$ cat src/rtl/ml_rowseq_pkg.sv
// Shared types for the row-sequencing controller: FSM state encoding and op codes.
package ml_rowseq_pkg;

    typedef enum logic [2:0] {
        ST_IDLE,
        ST_CLR,
        ST_SHIFT,
        ST_REQ,
        ST_PULSE,
        ST_GAP,
        ST_FIN,
        ST_ABT
    } state_e;

    localparam logic [1:0] OP_WR  = 2'b00;
    localparam logic [1:0] OP_RD  = 2'b01;
    localparam logic [1:0] OP_CLR = 2'b10;
    localparam logic [1:0] OP_RSV = 2'b11;

    function automatic logic op_legal(input logic [1:0] op);
        return op != OP_RSV;
    endfunction

endpackage

$ cat src/rtl/ml_pw_timer.sv
// Word-line pulse timer: load a cycle count, count down while enabled, flag the final cycle.
module ml_pw_timer #(
    parameter int unsigned PW_W = 4
) (
    input  logic            smc_clk,
    input  logic            por_rst,
    input  logic            load,
    input  logic [PW_W-1:0] load_val,
    input  logic            en,
    output logic            expired_c
);

    logic [PW_W-1:0] cnt_q;
    logic [PW_W-1:0] cnt_d;

    always_comb begin
        cnt_d = cnt_q;
        if (load) begin
            cnt_d = load_val;
        end else if (en && (cnt_q != '0)) begin
            cnt_d = cnt_q - PW_W'(1);
        end
    end

    always_ff @(posedge smc_clk or posedge por_rst) begin
        if (por_rst) begin
            cnt_q <= '0;
        end else begin
            cnt_q <= cnt_d;
        end
    end

    // A count of 1 marks the last cycle of the pulse.
    assign expired_c = (cnt_q == PW_W'(1));

endmodule

$ cat src/rtl/ml_rowseq_ctrl.sv
// Row sequencer for the memory cell array: per row, shift the row register, fetch data,
// drive a timed word-line pulse, then a gap cycle; supports write, read and row-clear.
module ml_rowseq_ctrl #(
    parameter int unsigned ROW_W = 9,
    parameter int unsigned PW_W  = 4
) (
    input  logic             smc_clk,
    input  logic             por_rst,
    input  logic             start,
    input  logic [1:0]       op,
    input  logic [ROW_W-1:0] num_rows,
    input  logic [PW_W-1:0]  pw,
    input  logic             data_vld,
    input  logic             abort,
    output logic             data_req,
    output logic [ROW_W-1:0] row_idx,
    output logic             smc_rsr_in,
    output logic             smc_rsr_inc,
    output logic             rsr_rst,
    output logic             cram_wl_en,
    output logic             smc_write,
    output logic             cram_rst,
    output logic             rd_strobe,
    output logic             busy,
    output logic             done,
    output logic             err
);

    import ml_rowseq_pkg::*;

    state_e           state_q, state_d;
    logic [1:0]       op_q, op_d;
    logic [ROW_W-1:0] num_rows_q, num_rows_d;
    logic [ROW_W-1:0] row_idx_q, row_idx_d;
    logic [PW_W-1:0]  pw_q, pw_d;

    logic busy_q, busy_d;
    logic done_q, done_d;
    logic err_q, err_d;
    logic data_req_q, data_req_d;
    logic smc_rsr_in_q, smc_rsr_in_d;
    logic smc_rsr_inc_q, smc_rsr_inc_d;
    logic rsr_rst_q, rsr_rst_d;
    logic cram_wl_en_q, cram_wl_en_d;
    logic smc_write_q, smc_write_d;
    logic cram_rst_q, cram_rst_d;
    logic rd_strobe_q, rd_strobe_d;

    logic            start_bad_c;
    logic            pulse_done_c;
    logic            timer_load_c;
    logic [PW_W-1:0] pw_eff_c;

    assign pw_eff_c     = (pw_q == '0) ? PW_W'(1) : pw_q;
    assign timer_load_c = (state_d == ST_PULSE) && (state_q != ST_PULSE);
    assign start_bad_c  = (state_q == ST_IDLE) && start && (!op_legal(op) || (num_rows == '0));

    ml_pw_timer #(
        .PW_W (PW_W)
    ) u_pw_timer (
        .smc_clk   (smc_clk),
        .por_rst   (por_rst),
        .load      (timer_load_c),
        .load_val  (pw_eff_c),
        .en        (state_q == ST_PULSE),
        .expired_c (pulse_done_c)
    );

    // Next state and latched fields.
    always_comb begin
        state_d    = state_q;
        op_d       = op_q;
        num_rows_d = num_rows_q;
        pw_d       = pw_q;
        row_idx_d  = row_idx_q;
        case (state_q)
            ST_IDLE: begin
                if (start && op_legal(op) && (num_rows != '0)) begin
                    state_d    = ST_CLR;
                    op_d       = op;
                    num_rows_d = num_rows;
                    pw_d       = pw;
                    row_idx_d  = '0;
                end
            end
            ST_CLR:   state_d = ST_SHIFT;
            ST_SHIFT: state_d = (op_q == OP_CLR) ? ST_PULSE : ST_REQ;
            ST_REQ: begin
                if (data_vld) begin
                    state_d = ST_PULSE;
                end
            end
            ST_PULSE: begin
                if (pulse_done_c) begin
                    state_d = ST_GAP;
                end
            end
            ST_GAP: begin
                if (row_idx_q == (num_rows_q - ROW_W'(1))) begin
                    state_d = ST_FIN;
                end else begin
                    state_d   = ST_SHIFT;
                    row_idx_d = row_idx_q + ROW_W'(1);
                end
            end
            ST_FIN:  state_d = ST_IDLE;
            ST_ABT:  state_d = ST_IDLE;
            default: state_d = ST_IDLE;
        endcase
        // Abort overrides every other transition and freezes the row index.
        if (abort && (state_q != ST_IDLE) && (state_q != ST_ABT)) begin
            state_d   = ST_ABT;
            row_idx_d = row_idx_q;
        end
    end

    // Outputs are decoded from the next state so every strobe comes straight off a flop.
    always_comb begin
        busy_d        = (state_d != ST_IDLE);
        done_d        = (state_d == ST_FIN);
        err_d         = (state_d == ST_ABT) || start_bad_c;
        data_req_d    = (state_d == ST_REQ);
        smc_rsr_inc_d = (state_d == ST_SHIFT);
        smc_rsr_in_d  = (state_d == ST_SHIFT) && (row_idx_d == '0);
        rsr_rst_d     = (state_d == ST_CLR) || (state_d == ST_FIN) || (state_d == ST_ABT);
        cram_wl_en_d  = (state_d == ST_PULSE);
        smc_write_d   = (state_d == ST_PULSE) && (op_d == OP_WR);
        cram_rst_d    = (state_d == ST_PULSE) && (op_d == OP_CLR);
        rd_strobe_d   = (state_d == ST_GAP) && (op_d == OP_RD);
    end

    always_ff @(posedge smc_clk or posedge por_rst) begin
        if (por_rst) begin
            state_q       <= ST_IDLE;
            op_q          <= '0;
            num_rows_q    <= '0;
            pw_q          <= '0;
            row_idx_q     <= '0;
            busy_q        <= 1'b0;
            done_q        <= 1'b0;
            err_q         <= 1'b0;
            data_req_q    <= 1'b0;
            smc_rsr_in_q  <= 1'b0;
            smc_rsr_inc_q <= 1'b0;
            rsr_rst_q     <= 1'b0;
            cram_wl_en_q  <= 1'b0;
            smc_write_q   <= 1'b0;
            cram_rst_q    <= 1'b0;
            rd_strobe_q   <= 1'b0;
        end else begin
            state_q       <= state_d;
            op_q          <= op_d;
            num_rows_q    <= num_rows_d;
            pw_q          <= pw_d;
            row_idx_q     <= row_idx_d;
            busy_q        <= busy_d;
            done_q        <= done_d;
            err_q         <= err_d;
            data_req_q    <= data_req_d;
            smc_rsr_in_q  <= smc_rsr_in_d;
            smc_rsr_inc_q <= smc_rsr_inc_d;
            rsr_rst_q     <= rsr_rst_d;
            cram_wl_en_q  <= cram_wl_en_d;
            smc_write_q   <= smc_write_d;
            cram_rst_q    <= cram_rst_d;
            rd_strobe_q   <= rd_strobe_d;
        end
    end

    assign busy        = busy_q;
    assign done        = done_q;
    assign err         = err_q;
    assign data_req    = data_req_q;
    assign row_idx     = row_idx_q;
    assign smc_rsr_in  = smc_rsr_in_q;
    assign smc_rsr_inc = smc_rsr_inc_q;
    assign rsr_rst     = rsr_rst_q;
    assign cram_wl_en  = cram_wl_en_q;
    assign smc_write   = smc_write_q;
    assign cram_rst    = cram_rst_q;
    assign rd_strobe   = rd_strobe_q;

endmodule

$ cat config.mk
export PLATFORM = sky130hd
export DESIGN_NAME = ml_rowseq_ctrl
export DESIGN_NICKNAME = d
export VERILOG_FILES = /design/src/rtl/ml_rowseq_pkg.sv /design/src/rtl/ml_pw_timer.sv /design/src/rtl/ml_rowseq_ctrl.sv
export SDC_FILE = /design/constraint.sdc
export NUM_CORES = 1
export LEC_CHECK = 0
export CAP_MARGIN = 25
export CORE_ASPECT_RATIO = 0.75
export CORE_MARGIN = 10
export CORE_UTILIZATION = 40
export CTS_BUF_LIST = sky130_fd_sc_hd__clkbuf_8
export DETAILED_ROUTE_END_ITERATION = 10
export SYNTH_ARGS = -nofsm -noshare
export SYNTH_HDL_FRONTEND = slang
export SYNTH_HIERARCHICAL = 1
export SYNTH_SLANG_ARGS = --single-unit
export TNS_END_PERCENT = 10
$ cat constraint.sdc
create_clock -name smc_clk -period 6 [get_ports smc_clk]
set_clock_uncertainty 0.15 [all_clocks]
set_input_delay 1.2 -clock smc_clk [delete_from_list [all_inputs] [get_ports smc_clk]]
set_output_delay 1.2 -clock smc_clk [all_outputs]
set_load 0.005 [all_outputs]
* Yosys cells after proc, flatten, opt, wreduce, memory -nomap -nowiden
Cells that the tools add are included.
** Storage, ports and cells
- Register bits after elaboration :: 42
- Input port bits :: 20
** Cells by class
- Reductions and logical operators :: 29
- Add/sub/neg operators :: 3
- Multiplexer cells :: 16
- Eq/ne operators :: 22
** Operator list (count)
- $mux 9 :: 3
- $eq 3x3->1 const B :: 8
- $pmux 3 s7 :: 1
- $logic_not 9->1 :: 2
- $mux 3 :: 6
- $pmux 9 s2 :: 1
- $eq 3x2->1 const B :: 4
- $logic_and 1x1->1 :: 12
- $mux 4 :: 3
- $add 9x1->9 const B :: 1
- $eq 9x9->1 :: 1
- $reduce_bool 9->1 :: 1
- $sub 9x1->9 const B :: 1
- $eq 3x1->1 const B :: 2
- $ne 3x3->1 const B :: 2
- $reduce_bool 3->1 :: 2
- $eq 2x2->1 const B :: 2
- $eq 4x1->1 const B :: 1
- $logic_not 4->1 :: 1
- $logic_or 1x1->1 :: 4
- $mux 2 :: 2
- $reduce_bool 4->1 :: 1
- $sub 4x1->4 const B :: 1
- $logic_not 3->1 :: 1
- other kinds (7) :: 7

* Logic depth before layout (Yosys ltp)
Gate-level depths: netlist of the first run.
- Depth in word-level cells :: 9
- Mapped depth :: 15
- Mapped depth without buffers :: 13

* Modules after synthesis
Netlist of the first run, hierarchy kept.
** Modules (own cells, without submodules)
- ml_rowseq_ctrl :: instances 1, sequential area each 950.9 um^2, cells each 206, area an instance 2097.0 um^2
- ml_pw_timer :: instances 1, sequential area each 100.1 um^2, cells each 30, area an instance 286.5 um^2

* Worst setup path after synthesis of the first run
Ideal clock, no wire load.
- Kind :: input port to flip-flop
- Start :: input port abort
- End :: register u_pw_timer.cnt_q[3]
- Setup time :: 0.126 ns
- Stages :: 12
- Buffers on the path :: 2
- Setup slack :: 2.547 ns
- Data arrival time :: 3.177 ns
- Path through :: clkbuf_1 > nand2_1 > nand2_1 > o31ai_1 > a21oi_1 > inv_1 > o221a_4 > or3_4 > nor2_2 > buf_4 > nor3_1 > a221o_1
** Between the ends
- Word-level cells in the longest chain between the ends :: 6
** RTL lines
- from (decl) :: RTL line ml_rowseq_ctrl.sv:14 : input logic abort,
- $logic_and 1x1->1 (*) (2 in series) :: RTL line ml_rowseq_ctrl.sv:111 : if (abort && (state_q != ST_IDLE) && (state_q != ST_ABT)) begin
- $mux 3 (*) :: RTL line ml_rowseq_ctrl.sv:111
- $eq 3x3->1 (*) :: RTL line ml_rowseq_ctrl.sv:55 : assign timer_load_c = (state_d == ST_PULSE) && (state_q != ST_PULSE);
- $logic_and 1x1->1 (*) :: RTL line ml_rowseq_ctrl.sv:55
- via timer_load_c :: RTL line ml_rowseq_ctrl.sv:51 : logic timer_load_c;
- $mux 4 / $reduce_bool 2->1 (equally long branches)
- to (signal assigned) :: RTL line ml_pw_timer.sv:29 : cnt_q <= cnt_d;
- to (decl) :: RTL line ml_pw_timer.sv:13 : logic [PW_W-1:0] cnt_q;
The timed path passes the listed nets; every way through them passes the cells marked *.
A chain may end at the register's enable or synchronous reset.

* Final worst setup path of the first run
Same ends and word-level chain as after synthesis.

==> impl_results.md, run 1 <==
- Power Density: 474 mW/mm²
- Nets: 296
- Clock Latency Late Sink: 0.30 ns
- FF-to-FF Start: num_rows_q[0]
- Drt wl/cell: 16.0 µm
- Sum Neg Setup Slack: 0 ns
- FF-to-FF setup slack: 2.26 ns
- Minimum clock period: 3.85 ns
- Yosys cell types: 57
- Hold endpoint: pw_q[0]
- Slew headroom: 38.9%
- Reg2Reg Capture Point: u_pw_timer/cnt_q[3]
- Synth Flop Type: dfrtp_1
- Hold Fails Final Rpt: 0
- Period utilization: 64.2%
- Number of setup buffers added after CTS: 0
- CTS buffer count: 5
- Syn Nets: 260
- HP Start: pw_q[0]
- GRT overflow: 0
- Layout cells sized above 1: 14.3%
- PostCTS Resize Cnt: 0
- Post-Place Worst Slack: 1.81 ns
- Cells after Synth: 236
- Clock-pin slew on the worst setup and hold paths: 0.09 ns
- Worst EP arrival: 3.90 ns
- Critical Path, Cell by Cell: clkdlybuf4s50_1, nand2_1, nand2_1, o31ai_1, a21oi_1, inv_1, o221a_4, or3_4, nor2_2, nor3_1, a221o_1
- Gr usage total: 12.6%
- Clock Sinks: 42
- PortBufs: 39
- Detailed Route WL: 5620 µm
- Slowest stage delay, CP: 0.67 ns
- Max-cap violation count: 0
- Pleak: 1.26 nW
- Mapped Area: 0.00238 mm²
- Critical setup path kind: input pin to flip-flop
- Yosys warnings: 6
- Number of enable flip-flop cells after synthesis: 0
- Status: completed
- Vias per Instance: 5.35
- Vias in the first global route: 1838
- Most Frequent Cell on Critical Path: nand2_1
- Maximum vdd drop: 0.167 mV
- Startpoint types: input pin
- Slack of the critical path: 2.15 ns
- I/O pin count: 40
- Clock root cell: clkbuf_8
- Slew @ Worst Pin: 0.910 ns
- Initial antenna violation count: 0
- Initial DRC count: 83
- Family with the most delay on the worst path: simple AND/OR/NAND/NOR gates
- Hold/Removal Path Class: flip-flop to flip-flop
- Clock Path Buffers: 2
- Synthesis-stage register bit count: 42
- Syn_area_per_cell: 10.1 µm²
- Pins Over Slew Limit: 0
- Die Ht: 86.9 µm
- Post-DRT Antenna Nets: 0
- Final HPWL from detailed placement: 4300 µm
- Drc violations: 0
- H-tree levels: 2
- Commonest non-fill, non-tap cell in the layout: dfrtp_1
- WP data required: 6.05 ns
- # setup viols final: 0
- Placeable Area: 0.00580 mm²
- Die Wd: 109 µm
- Die area: 0.00948 mm²
- GP Congestion: 0.857
- Pwr Total: 1.39 mW
- Area growth syn-to-layout: 23.3%
- Initial core utilization: 41.1%
- Sequential-to-total area share from yosys stat: 44.1%
- Ant. Diodes: 0
- Largest net degree at the start of global routing: 39
- Worst path bufs/invs: 2
- Most frequent cells in the layout: dfrtp_1, clkdlybuf4s50_1, nand2_1, mux2_2, a21oi_1
- Worst hold path depth: 1
- FP Rows: 24
- Critical Path End Type: flip-flop
- Slowest-stage cell, CP: clkdlybuf4s50_1
- Hold-fix buffers, CTS: 0
- Crit-path max FO: 11
- Global-route wire length before repair: 9400 µm
- RSZ-0062 raised after global routing: no
- Peak Freq: 260 MHz
- Worst r2r path cells: 11
- CTS tree: done
- Via Count: 1877
- Asr flop ratio synth: 100%
- Drt first pass iters: 4
layout make-up:
cell class                      count  area, µm²
Fill cell                         537       2860
Clock buffer                        5       68.8
Sequential cell                    42       1050
Tap cell                           78       97.6
Inverter                           12       45.0
Timing Repair Buffer               40        398
Multi-Input combinational cell    171       1230
Clock inverter                      3       43.8
how the worst max path moves through the flow:
stage                      startpoint             endpoint  cells after the start
after global routing            abort  u_pw_timer/cnt_q[3]                     11
after CTS                 num_rows[5]  u_pw_timer/cnt_q[3]                     11
after detailed placement  num_rows[5]  u_pw_timer/cnt_q[3]                     11
after global placement    num_rows[5]  u_pw_timer/cnt_q[3]                     11
after floorplan                 abort  u_pw_timer/cnt_q[3]                     12
final                           abort  u_pw_timer/cnt_q[3]                     11
power by group:
group	switching [mW]	internal [mW]	total, mW
clock network	0.105	0.125	0.230
registers	0.133	0.392	0.525
logic	0.315	0.322	0.637
layer usage:
layer	up-vias	track usage [%]	part of all wire, %
met3	5	3.70	7.3
met4	0	4.66	0.91
met5	-	0	0
met1	893	18.3	51
li1	929	-	-
met2	50	17.0	41
synth_stat cells, types with 5 or more instances:
master	instances	area share, %
a21oi_1	12	2.5
and3_1	5	1.3
clkbuf_1	9	1.4
dfrtp_1	42	44
inv_1	10	1.6
mux2_2	13	6.1
nand2_1	21	3.3
nand3_1	11	2.3
nand3b_1	5	1.6
nor2_1	11	1.7
nor3_1	6	1.3
nor3b_1	6	1.9
o21ai_0	6	1.3
xor2_1	6	2.2
state kept, by name (all words and copies together), names as in the netlist, 2 cells and up:
name and count:
u_pw_timer/cnt_q 4, state_q 3, pw_q 4, op_q 2
num_rows_q 9, row_idx 9
through the flow:
stage / utilization (%) / hold WS, ns / instance area (µm²) / cells
after floorplan: - / 0.323 / 2380 / 236
after global placement: 48.8 / 0.340 / 2830 / 343
after detailed placement: 48.8 / 0.343 / 2830 / 343
after CTS: 50.7 / 0.362 / 2940 / 351
after global routing: 50.7 / 0.388 / 2940 / 351
final: 50.7 / 0.358 / 2940 / 351
cell families (layout without fill, tap and decap cells):
| group | count (synthesis) | count (layout) | synth area share (%) |
|---|---|---|---|
| DFF | 42 | 42 | 44.1 |
| AOI/OAI and AO/OA | 48 | 48 | 14.6 |
| xor gates and xnor gates | 10 | 10 | 3.67 |
| and+or+nand+nor | 92 | 92 | 23.6 |
| muxes | 17 | 17 | 7.82 |
| adders and majority gates | 4 | 4 | 2.10 |
| buffers and inverters | 23 | 60 | 4.09 |
Note: power is estimated with default switching activity, not from simulation.
==> run 2, diff against run 1 <==
Settings changed: PLACE_DENSITY set to 0.65.
Clock period 6 ns to 3.5 ns, I/O delays scaled along.
==> impl_results.md, run 2 (synthesized netlist as in run 1, its figures left out) <==
- Status: completed
- HP Start: pw_q[0]
- Drt wl/cell: 15.9 µm (-0.52%)
- Hold-fix buffers, CTS: 0 (unchanged)
- I/O pin count: 40 (unchanged)
- Sw Share: 40.8% (+1.0 points)
- Commonest non-fill, non-tap cell in the layout: dfrtp_1
- Period utilization: 93.5%
- Peak Freq: 306 MHz
- Crit-path max FO: 6 (-5)
- Vias per Instance: 5.33 (-0.37%)
- Slew headroom: 33.5% (-5.3 points)
- Switching power: 971 µW (+75%)
- Startpoint types: flip-flop
- Detailed Route WL: 5730 µm (+2.0%)
- Initial antenna violation count: 0 (unchanged)
- Slowest stage delay, CP: 0.43 ns (-0.24 ns)
- Nets: 305 (+3.0%)
- Final Non-Filler Cells: 360 (+2.6%)
- Final HPWL from detailed placement: 4490 µm (+4.5%)
- Clock root cell: clkbuf_8
- Worst r2r path cells: 12 (+1)
- Clock Latency Late Sink: 0.29 ns (about the same)
- Slowest-stage cell, CP: dfrtp_1
- Slew @ Worst Pin: 0.989 ns (+0.0791 ns)
- Layout cells sized above 1: 17.0% (+2.7 points)
- GP Congestion: 0.885 (+3.3%)
- Critical setup path kind: flip-flop to flip-flop
- Initial DRC count: 147 (+77%)
- Die Ht: 86.9 µm (unchanged)
- FP Rows: 24 (unchanged)
- RSZ-0062 raised after global routing: no
- Gate power share: 48.8% (+3.1 points)
- Worst path bufs/invs: 1 (-1)
- FF-to-FF setup slack: 0.23 ns (-2.03 ns)
- Die Wd: 109 µm (unchanged)
- Via Count: 1918 (+2.2%)
- Worst EP arrival: 3.30 ns (-0.60 ns)
- Family with the most delay on the worst path: simple AND/OR/NAND/NOR gates
- Worst hold path depth: 1 (unchanged)
- Die area: 0.00948 mm² (unchanged)
- Critical Path, Cell by Cell: inv_1, ha_1, nor3b_2, a311oi_1, a41oi_1, nor4_4, nand2_2, o221a_4, or3_4, nor2_4, nor3_1, a221o_1
- Slack of the critical path: 0.228 ns (-1.92 ns)
- FF-to-FF Start: num_rows_q[0]
- Placeable Area: 0.00580 mm² (unchanged)
- CTS buffer count: 5 (unchanged)
- # setup viols final: 0 (unchanged)
- Largest net degree at the start of global routing: 39 (unchanged)
- H-tree levels: 2 (unchanged)
- Pwr Total: 2.38 mW (+71%)
- Gr usage total: 12.8% (+0.19 points)
- Ant. Diodes: 0 (unchanged)
- Global-route wire length before repair: 9720 µm (+3.4%)
- Most frequent cells in the layout: dfrtp_1, clkdlybuf4s50_1, nand2_1, mux2_2, a21oi_1
- Clock Sinks: 42 (unchanged)
- Sequential power share: 37.9% (+0.2 points)
- Drc violations: 0 (unchanged)
- Clock Path Buffers: 2 (unchanged)
- Pleak: 1.30 nW (+3.2%)
- Hold Fails Final Rpt: 0 (unchanged)
- Clock-pin slew on the worst setup and hold paths: 0.08 ns (about the same)
- Power Density: 795 mW/mm² (+68%)
- Pins Over Slew Limit: 0 (unchanged)
- Clock Power Share: 13.3% (-3.2 points)
- Hold endpoint: pw_q[0]
- Area growth syn-to-layout: 25.7%
- Reg2Reg Capture Point: u_pw_timer/cnt_q[3]
- Critical Path End Type: flip-flop
- Minimum clock period: 3.27 ns
- CTS tree: done
- Post-Place Cells: 352 (+2.6%)
- Hold/Removal Path Class: flip-flop to flip-flop
- Post-DRT Antenna Nets: 0 (unchanged)
- Maximum vdd drop: 0.293 mV (+75%)
- Max-cap violation count: 0 (unchanged)
- GRT overflow: 0 (unchanged)
- Drt first pass iters: 4 (unchanged)
- PortBufs: 39 (unchanged)
- Vias in the first global route: 1935 (+5.3%)
- WP data required: 3.53 ns (-2.52 ns)
- Post-Place Worst Slack: 0.104 ns (-1.71 ns)
- Initial core utilization: 41.1% (unchanged)
- Sum Neg Setup Slack: 0 ns (unchanged)
- Internal: 1.41 mW (+68%)
-- run 2: cell types whose count changed in the layout (fill, tap and decap cells not counted), sizes merged --
| cell | previous run | this run |
|---|---|---|
| bufinv | 1 | 0 |
| buf | 1 | 10 |
| clkbuf | 5 | 6 |
-- run 2: worst max-delay path by stage --
stage | from | end | slack [ns] | cells after the start
floorplan | num_rows_q[0] | u_pw_timer/cnt_q[3] | 0.19 | 12
global placement | abort | u_pw_timer/cnt_q[3] | 0.20 | 11
detailed placement | num_rows[5] | u_pw_timer/cnt_q[3] | 0.10 | 11
CTS | num_rows_q[0] | u_pw_timer/cnt_q[3] | 0.15 | 11
global route | num_rows_q[0] | u_pw_timer/cnt_q[0] | 0.05 | 13
finish | num_rows_q[0] | u_pw_timer/cnt_q[3] | 0.23 | 12
-- run 2: per-layer routing --
layer	vias to the layer above	GRT usage [%]	routed length, µm
met1	910	18.8	2960
met4	0	3.58	40
met3	2	3.18	413
met5	-	0	0
li1	953	-	-
met2	53	17.8	2320
-- run 2: layout make-up --
| class | count | area [µm²] |
|---|---|---|
| Timing Repair Buffer | 49 | 465 |
| Clock inverter | 2 | 8.76 |
| Multi-Input combinational cell | 171 | 1240 |
| Fill cell | 529 | 2800 |
| Sequential cell | 42 | 1050 |
| Tap cell | 78 | 97.6 |
| Clock buffer | 6 | 82.6 |
| Inverter | 12 | 45.0 |
-- run 2: per-stage QoR --
stage | hold slack (ns) | utilization (%) | instance area (µm²)
2_1_floorplan | 0.316 | - | 2380
3_3_place_gp | 0.337 | 49.9 | 2890
3_5_place_dp | 0.351 | 49.9 | 2890
4_1_cts | 0.368 | 51.5 | 2990
5_1_grt | 0.388 | 51.7 | 3000
6_report | 0.358 | 51.7 | 3000
-- run 2: repair_timing --
action	in CTS	in global routing
gates resized for setup	0	2
endpoints found under the setup margin	0	3
buffers inserted	0	0
-- run 2: power by group through the flow --
stage	combinational, mW	clock, mW	sequential [mW]
2_1_floorplan	0.852	0	0.832
3_3_place_gp	1.14	0	0.902
3_5_place_dp	1.15	0	0.909
4_1_cts	1.16	0.327	0.900
5_1_grt	1.29	0.345	0.939
6_report	1.16	0.317	0.902
